===== src/rtl/framing_pkg.sv =====
`default_nettype none
//==============================================================================
// Module : framing_pkg
// Brief  : Shared framing constants and state encoding for deframer and framer.
// Rev    : 1.0  initial release
//==============================================================================
package framing_pkg;

    localparam logic [7:0]  PREAMBLE_BYTE = 8'hAA;
    localparam logic [7:0]  SFD_BYTE0     = 8'hF3;
    localparam logic [7:0]  SFD_BYTE1     = 8'h98;
    localparam logic [15:0] CRC_INIT      = 16'hFFFF;
    localparam logic [15:0] CRC_POLY_REFL = 16'h8408;

    typedef enum logic [2:0] {
        HUNT    = 3'd0,
        SYNC_F3 = 3'd1,
        SYNC_98 = 3'd2,
        PHR     = 3'd3,
        PSDU    = 3'd4,
        FCS     = 3'd5
    } frame_state_t;

endpackage
`default_nettype wire


===== src/rtl/crc16_byte.sv =====
`default_nettype none
//==============================================================================
// Module : crc16_byte
// Brief  : Combinational reflected CRC-16 (0x8408) update for one byte, LSB first.
// Rev    : 1.0  initial release
//==============================================================================
module crc16_byte
    import framing_pkg::*;
(
    input  logic [15:0] i_crc,
    input  logic [7:0]  i_byte,
    output logic [15:0] o_crc
);

    logic [15:0] w_acc;

    always_comb begin
        w_acc = i_crc ^ {8'h00, i_byte};
        for (int i = 0; i < 8; i++) begin
            if (w_acc[0]) w_acc = (w_acc >> 1) ^ CRC_POLY_REFL;
            else          w_acc = w_acc >> 1;
        end
    end

    assign o_crc = w_acc;

endmodule
`default_nettype wire


===== src/rtl/deframe_crc.sv =====
`default_nettype none
//==============================================================================
// Module : deframe_crc
// Brief  : Preamble/SFD hunt, PHR-length deframing and CRC-16 FCS check.
// Rev    : 1.0  initial release
//==============================================================================
module deframe_crc
    import framing_pkg::*;
#(
    parameter int PREAMBLE_MIN = 16,
    parameter int SFD_REPEAT   = 8
) (
    input  logic       clk,
    input  logic       reset,
    input  logic [7:0] din,
    input  logic       din_valid,
    output logic [7:0] dout,
    output logic       dout_valid,
    output logic       frame_start,
    output logic       frame_end,
    output logic       crc_ok,
    output logic       len_err
);

    localparam int c_pre_w = $clog2(PREAMBLE_MIN + 1);
    localparam int c_sfd_w = $clog2(SFD_REPEAT + 1);
    localparam logic [c_pre_w-1:0] c_pre_max = c_pre_w'(PREAMBLE_MIN);
    localparam logic [c_pre_w-1:0] c_pre_one = c_pre_w'(1);
    localparam logic [c_sfd_w-1:0] c_sfd_max = c_sfd_w'(SFD_REPEAT);
    localparam logic [c_sfd_w-1:0] c_sfd_one = c_sfd_w'(1);

    frame_state_t       r_state, w_state;
    logic [c_pre_w-1:0] r_pre_cnt, w_pre_cnt;
    logic [c_sfd_w-1:0] r_sfd_cnt, w_sfd_cnt, w_sfd_inc;
    logic [6:0]         r_remaining, w_remaining, w_len;
    logic [15:0]        r_crc, w_crc, w_crc_next;
    logic [7:0]         r_dout, w_dout;
    logic               r_dout_valid, w_dout_valid;
    logic               r_frame_start, w_frame_start;
    logic               r_frame_end, w_frame_end;
    logic               r_crc_ok, w_crc_ok;
    logic               r_len_err, w_len_err;

    crc16_byte u_crc (
        .i_crc  (r_crc),
        .i_byte (din),
        .o_crc  (w_crc_next)
    );

    assign w_len     = din[6:0];
    assign w_sfd_inc = r_sfd_cnt + c_sfd_one;

    always_comb begin
        w_state       = r_state;
        w_pre_cnt     = r_pre_cnt;
        w_sfd_cnt     = r_sfd_cnt;
        w_remaining   = r_remaining;
        w_crc         = r_crc;
        w_dout        = r_dout;
        w_dout_valid  = 1'b0;
        w_frame_start = 1'b0;
        w_frame_end   = 1'b0;
        w_crc_ok      = 1'b0;
        w_len_err     = 1'b0;
        if (din_valid) begin
            case (r_state)
                HUNT: begin
                    if (din == PREAMBLE_BYTE) begin
                        if (r_pre_cnt != c_pre_max) w_pre_cnt = r_pre_cnt + c_pre_one;
                    end else begin
                        w_pre_cnt = '0;
                        if (din == SFD_BYTE0 && r_pre_cnt == c_pre_max) begin
                            w_state   = SYNC_F3;
                            w_sfd_cnt = c_sfd_one;
                        end
                    end
                end
                // r_sfd_cnt counts F3 bytes seen; once full, the first 0x98 is expected
                SYNC_F3: begin
                    if (r_sfd_cnt != c_sfd_max && din == SFD_BYTE0) begin
                        w_sfd_cnt = w_sfd_inc;
                    end else if (r_sfd_cnt == c_sfd_max && din == SFD_BYTE1) begin
                        w_state   = (SFD_REPEAT == 1) ? PHR : SYNC_98;
                        w_sfd_cnt = (SFD_REPEAT == 1) ? '0 : c_sfd_one;
                    end else begin
                        w_state   = HUNT;
                        w_sfd_cnt = '0;
                        w_pre_cnt = (din == PREAMBLE_BYTE) ? c_pre_one : '0;
                    end
                end
                SYNC_98: begin
                    if (din == SFD_BYTE1) begin
                        w_sfd_cnt = (w_sfd_inc == c_sfd_max) ? '0 : w_sfd_inc;
                        w_state   = (w_sfd_inc == c_sfd_max) ? PHR : SYNC_98;
                    end else begin
                        w_state   = HUNT;
                        w_sfd_cnt = '0;
                        w_pre_cnt = (din == PREAMBLE_BYTE) ? c_pre_one : '0;
                    end
                end
                PHR: begin
                    if (w_len < 7'd2) begin
                        w_len_err = 1'b1;
                        w_state   = HUNT;
                    end else begin
                        w_dout        = din;
                        w_dout_valid  = 1'b1;
                        w_frame_start = 1'b1;
                        w_crc         = w_crc_next;
                        w_remaining   = w_len;
                        w_state       = (w_len == 7'd2) ? FCS : PSDU;
                    end
                end
                PSDU: begin
                    w_dout       = din;
                    w_dout_valid = 1'b1;
                    w_crc        = w_crc_next;
                    w_remaining  = r_remaining - 7'd1;
                    if (r_remaining == 7'd3) w_state = FCS;
                end
                FCS: begin
                    w_crc       = w_crc_next;
                    w_remaining = r_remaining - 7'd1;
                    if (r_remaining == 7'd1) begin
                        w_frame_end = 1'b1;
                        w_crc_ok    = (w_crc_next == 16'h0000);
                        w_crc       = CRC_INIT;
                        w_state     = HUNT;
                    end
                end
                default: begin
                    w_state = HUNT;
                end
            endcase
        end
    end

    always_ff @(posedge clk or posedge reset) begin
        if (reset) begin
            r_state       <= HUNT;
            r_pre_cnt     <= '0;
            r_sfd_cnt     <= '0;
            r_remaining   <= '0;
            r_crc         <= CRC_INIT;
            r_dout        <= 8'h00;
            r_dout_valid  <= 1'b0;
            r_frame_start <= 1'b0;
            r_frame_end   <= 1'b0;
            r_crc_ok      <= 1'b0;
            r_len_err     <= 1'b0;
        end else begin
            r_state       <= w_state;
            r_pre_cnt     <= w_pre_cnt;
            r_sfd_cnt     <= w_sfd_cnt;
            r_remaining   <= w_remaining;
            r_crc         <= w_crc;
            r_dout        <= w_dout;
            r_dout_valid  <= w_dout_valid;
            r_frame_start <= w_frame_start;
            r_frame_end   <= w_frame_end;
            r_crc_ok      <= w_crc_ok;
            r_len_err     <= w_len_err;
        end
    end

    assign dout        = r_dout;
    assign dout_valid  = r_dout_valid;
    assign frame_start = r_frame_start;
    assign frame_end   = r_frame_end;
    assign crc_ok      = r_crc_ok;
    assign len_err     = r_len_err;

endmodule
`default_nettype wire


===== config.mk =====
export PLATFORM = sky130hd
export DESIGN_NAME = deframe_crc
export DESIGN_NICKNAME = d
export VERILOG_FILES = /design/src/rtl/framing_pkg.sv /design/src/rtl/crc16_byte.sv /design/src/rtl/deframe_crc.sv
export SDC_FILE = /design/constraint.sdc
export NUM_CORES = 1
export LEC_CHECK = 0
export ABC_AREA = 0
export BUFFER_PORTS_ARGS = -buffer_cell sky130_fd_sc_hd__buf_2
export CAP_MARGIN = 20
export CORE_MARGIN = 2
export CORE_UTILIZATION = 55
export CTS_CLUSTER_SIZE = 20
export DETAILED_ROUTE_END_ITERATION = 10
export PLACE_DENSITY = 0.74
export REMOVE_ABC_BUFFERS = 1
export SYNTH_ARGS = -nofsm -noshare
export SYNTH_HDL_FRONTEND = slang
export SYNTH_SLANG_ARGS = --single-unit

===== constraint.sdc =====
create_clock -name clk -period 2.8 [get_ports clk]
set_clock_uncertainty 0.15 [all_clocks]
set_input_delay 0.14 -clock clk [delete_from_list [all_inputs] [get_ports clk]]
set_output_delay 0.14 -clock clk [all_outputs]
set_load 0.05 [all_outputs]

Word level (Yosys, flattened, before mapping)

Index checks and enable logic that the tools add are counted.

Add/sub/neg operators: 3
Order comparisons: 1
Equality and inequality tests: 25
Multiplexer cells: 54
Bitwise operators: 9
Reductions and logical operators: 16

Operators by type and width:

| operator                                                   | number |
|---|---|
| two-way mux 16 bit                                         | 10 |
| one-hot mux 16 bit (3 select lines)                        | 1 |
| two-way mux 5 bit                                          | 5 |
| == test 8 bit, second input constant                       | 3 |
| NOT 2 -> 3 bit                                             | 8 |
| two-way mux 4 bit                                          | 5 |
| two-way mux 3 bit                                          | 6 |
| one-hot mux 3 bit (6 select lines)                         | 1 |
| two-way mux 1 bit                                          | 17 |
| logical NOT 16 bit                                         | 1 |
| inequality test 2 bit, second input constant               | 8 |
| one-hot mux 8 bit (2 select lines)                         | 1 |
| bitwise XOR 16 x 8 -> 16 bit                               | 1 |
| one-hot mux 5 bit (3 select lines)                         | 1 |
| == test 7 x 2 -> 1 bit, second input constant              | 2 |
| one-hot mux 7 bit (2 select lines)                         | 1 |
| one-hot mux 4 bit (3 select lines)                         | 1 |
| AND reduction 6 bit                                        | 2 |
| AND reduction 3 bit                                        | 3 |
| == test 4 bit, second input constant                       | 2 |
| two-way mux 8 bit                                          | 1 |
| == test 7 x 1 -> 1 bit, second input constant              | 1 |
| less-than comparator 7 x 2 -> 1 bit, second input constant | 1 |
| two-way mux 7 bit                                          | 1 |
| other kinds (18)                                           | 25 |

Register bits after elaboration: 48
Input bits: 11
Output and inout bits: 13
Logic and storage cells: 119

Logic depth before layout (Yosys ltp)

Word-level depth: 21
Gate-level depth with buffers: 9
Mapped depth without buffers: 8

Hierarchy

A second synthesis with hierarchy kept.

Cells, all modules: 308
Area, all modules: 3062.9 um2

By module, submodules not included:

| module      | times used | cells an instance | area each (um2) | seq. area each (um2) |
|---|---|---|---|---|
| deframe_crc | 1          | 283               | 2682.6          | 1221.2 |
| crc16_byte  | 1          | 25                | 380.4           | 0.0 |

Least setup slack after synthesis

No wires, ideal clock.

Kind: register to register
From: register r_pre_cnt[0]
To: register r_state[2]
Setup time: 0.130 ns
Arrival time: 1.714 ns
Required time: 2.520 ns
Slack: 0.806 ns
Cell stages (with the launch flop): 8
Path buffers: 0
Clock period less this slack: 1.994 ns
Cells stage by stage: dfrtp_1 > inv_1 > ha_1 > nand4bb_1 > o41ai_1 > nand4_1 > o21ai_0 > o21ai_0

Cells in the longest elaborated chain, start to end: 4

RTL lines:

| what                                   | line               | source |
|---|---|---|
| start: declaration                     | deframe_crc.sv:33  | `logic [c_pre_w-1:0] r_pre_cnt, w_pre_cnt;` |
| start signal: assignment               | deframe_crc.sv:153 | `r_pre_cnt <= w_pre_cnt;` |
| == test 5 bit                          | deframe_crc.sv:72  | `if (din == SFD_BYTE0 && r_pre_cnt == c_pre_max) begin` |
| logical AND 1 bit                      | deframe_crc.sv:72  |  |
| inequality test 2 bit (no source line) | --                 |  |
| AND reduction 6 bit (no source line)   | --                 |  |
| end signal: assignment                 | deframe_crc.sv:152 | `r_state <= w_state;` |
| end: declaration                       | deframe_crc.sv:32  | `frame_state_t r_state, w_state;` |

No other way between the ends.
A chain may end at the register's enable or synchronous reset.

Final worst setup path

Same ends and word-level chain as after synthesis.

==> results.yml <==
status:
  status: "finished clean"
synthesis:
  yosysUniqueCellTypes: 55
  synth_seq_cells: 48
  syn-cell-area_um2: 2890
  yosys_warnings: 0
  synth_ff_type: "dfrtp_1"
  synth_cells: 312
  ys_seq_area_frac: 0.422
  synthArstFlopShare: 1.00
  syn-mean-instance-area_um2: 9.28
  synth_edf_count: 0
layout:
  antennaDiodeCount: 0
  final_util: 0.607
  layout.nets: 349
  area_growth_pct: 7.18
  drive_above_1_share: 0.218
  stdcell_area_um2: 3100
global_routing:
  first_global_vias: 2188
  grt_use_total: 0.217
  antenna_found_initial: 0
  grt_max_degree: 49
  grt_pass1_wl_um: 10200
  grt_overflow: 0
power:
  p_sw_mw: 0.414
  power.density_cell_area_nw_per_um2: 456
  swShare: 0.293
  p_leak_nw: 1.37
  p_clk_frac: 0.290
  ir_drop_v: 0.000350
  intPower_mw: 0.999
  p_comb_frac: 0.179
  power_frac_seq: 0.531
drt:
  wire_per_inst_um: 14.7
  drt_iter0_drc: 125
  wl_um: 5910
  ant_nets: 0
  vias_per_cell: 5.58
  drc: 0
  dr_total_vias: 2238
  dr.pass1.iters: 4
sta:
  slew_violations: 0
  setup_ws_ns: 0.454
  hold_viol_final: 0
  worst_pin_slew_ns: 0.992
  finalCriticalPeriod_ns: 2.35
  slew_headroom: 0.338
  clock.fmax_mhz: 426
  setup_violations: 0
  whs_ns: 0.0241
  period_share: 0.838
  fin_tns_setup_ns: 0
  rsz0062_at_grt: "no"
critical_path:
  cp_slowest_cell: "o41ai_1"
  reg2reg_depth: 7
  critical_path_class: "register to register"
  path_cells: "inv_1 > ha_1 > nand4bb_1 > o41ai_1 > nand4_1 > o21ai_0 > o21ai_0"
  worstPathRequired_ns: 2.84
  cp-startpoint: "r_pre_cnt[0]"
  path_buf_inv: 1
  rrSetupSlack_ns: 0.45
  worst-path-max-fanout: 7
  startpoint_type: "register"
  crit_family: "compound AO/OA/AOI/OAI gates"
  cp_num_cells: 7
  max_stage_delay_ns: 0.60
  r2r_end: "r_state[2]"
  arrival_ns: 2.38
  reg2reg_from: "r_pre_cnt[0]"
  crit_path_end: "r_state[2]"
  critPathCaptureType: "register"
  crit_top_cell: "o21ai_0"
clock_network:
  postCtsHoldBufs: 1
  clk_path_buf_depth: 2
  cts_root_buffer: "clkbuf_8"
  clk_pin_slew_ns: 0.09
  cts_max_level: 2
  cts_buffers: 5
  postCtsSetupBuffers: 0
  clock_sinks: 48
  post_cts_resized: 0
  clock_latency_ns: 0.30
  cts_tree: "done"
floorplanning:
  coreArea_um2: 5110
  initial_utilization: 0.567
  die_y_um: 76.5
  row_count: 26
  fp.dieW_um: 76.5
  die_area_um2: 5860
  ios: 24
place:
  port_buffers: 23
  place_congestion: 0.824
  place_area_um2: 3010
  dp_hpwl_um: 4110
  dp_slack_ns: 0.455
min_path:
  min_path_type: "input port to register"
run:
  maxCapViolCount: 0
==> worst reg2reg max path, delay by kind of cell (launching register included) <==
| family | cells | cell delay, ns |
|---|---|---|
| adders and majority gates | 1 | 0.14 |
| and+or+nand+nor | 2 | 0.51 |
| AOI/OAI and AO/OA | 3 | 0.94 |
| buffers and inverters | 1 | 0.09 |
| DFF | 1 | 0.41 |
==> registers in the layout, summed over array words and instances (netlist names) <==
signal / count
r_crc: 16
r_state: 3
r_remaining: 7
dout: 8
len_err: 1
crc_ok: 1
r_pre_cnt: 5
r_sfd_cnt: 4
dout_valid: 1
frame_end: 1
frame_start: 1
==> area by class of cell <==
cell class	count	area, um2
sequential	48	1220
inverter	12	45.0
tap	70	87.6
clock buffer	6	72.6
fill	444	2010
timing repair buffer	28	155
multi-input combinational	235	1510
clock inverter	2	11.3
==> cells in the final DEF, fill, tap and decap left out, types with 5 or more instances in the layout <==
cell type | netlist | final
clkbuf_8 | 0 | 5
nor2b_1 | 7 | 7
nor2_1 | 33 | 33
inv_1 | 12 | 11
xor2_1 | 10 | 10
dfstp_2 | 16 | 16
a21oi_1 | 5 | 5
mux2_2 | 8 | 8
nor3_1 | 7 | 7
nand2_1 | 35 | 35
xnor2_1 | 15 | 15
buf_2 | 5 | 23
o21ai_0 | 26 | 26
o21ai_1 | 14 | 14
dfrtp_1 | 32 | 32
ha_1 | 8 | 8
==> power by group through the flow <==
stage               Clock, mW  Combinational [mW]  Sequential (mW)
finish                  0.410               0.253            0.751
global route            0.451               0.281            0.755
CTS                     0.425               0.253            0.751
detailed placement          0               0.250            0.764
global placement            0               0.249            0.763
floorplan                   0               0.166            0.781
==> metrics by stage <==
step,power (mW),cells
floorplan,0.947,295
global placement,1.01,392
detailed placement,1.01,392
CTS,1.43,401
global route,1.49,401
finish,1.41,401
==> cell usage after synthesis, types with 2 or more instances <==
cell type,n,area share
o21bai_1,2,0.0052
nand2_1,35,0.045
buf_2,5,0.0086
nand4_1,2,0.0043
ha_1,8,0.035
nor4_1,4,0.0086
dfstp_2,16,0.15
and4bb_2,2,0.0086
xor2_1,10,0.030
and2_1,3,0.0065
o21ai_1,14,0.024
nand3b_1,2,0.0052
mux2_2,8,0.031
buf_6,6,0.023
a21oi_1,5,0.0086
nor3_2,2,0.0069
a22oi_1,4,0.010
and3b_1,3,0.0091
mux2i_1,2,0.0069
nand3_1,4,0.0069
nand2b_1,3,0.0065
nor3_1,7,0.012
inv_1,12,0.016
nand4b_1,3,0.0091
xnor2_1,15,0.045
o21ai_0,26,0.045
nor4b_1,2,0.0061
a32oi_1,2,0.0061
nor2_1,33,0.043
clkbuf_1,5,0.0065
o31ai_1,4,0.010
or3_1,2,0.0043
nor2b_1,7,0.015
dfrtp_1,32,0.28
and3_1,2,0.0043
==> cells by family after synthesis <==
logic type	Yosys count	share of synthesized area
AO/OA/AOI/OAI	67	0.141
multiplexers	10	0.0380
adder cells (fa/ha/maj)	8	0.0346
flip-flops	48	0.422
buffers and inverters	29	0.0566
XOR/XNOR	25	0.0757
AND/OR/NAND/NOR	125	0.233
==> metal layers <==
metal	track usage	wire length, um
met1	0.291	2800
met2	0.356	2850
met3	0.0415	194
met4	0.0709	63
met5	0	0
==> how the worst min path moves through the flow <==
stage                 from             end  slack, ns  depth (start not counted)
floorplan           din[0]  r_remaining[0]       0.13                          2
global placement     reset      dout_valid       0.27                          2
detailed placement   reset  r_remaining[4]       0.27                          2
CTS                 din[0]  r_remaining[0]       0.02                          3
global route        din[0]  r_remaining[0]       0.03                          3
finish              din[0]  r_remaining[0]       0.02                          3
Power figures use the tool's default switching activity.
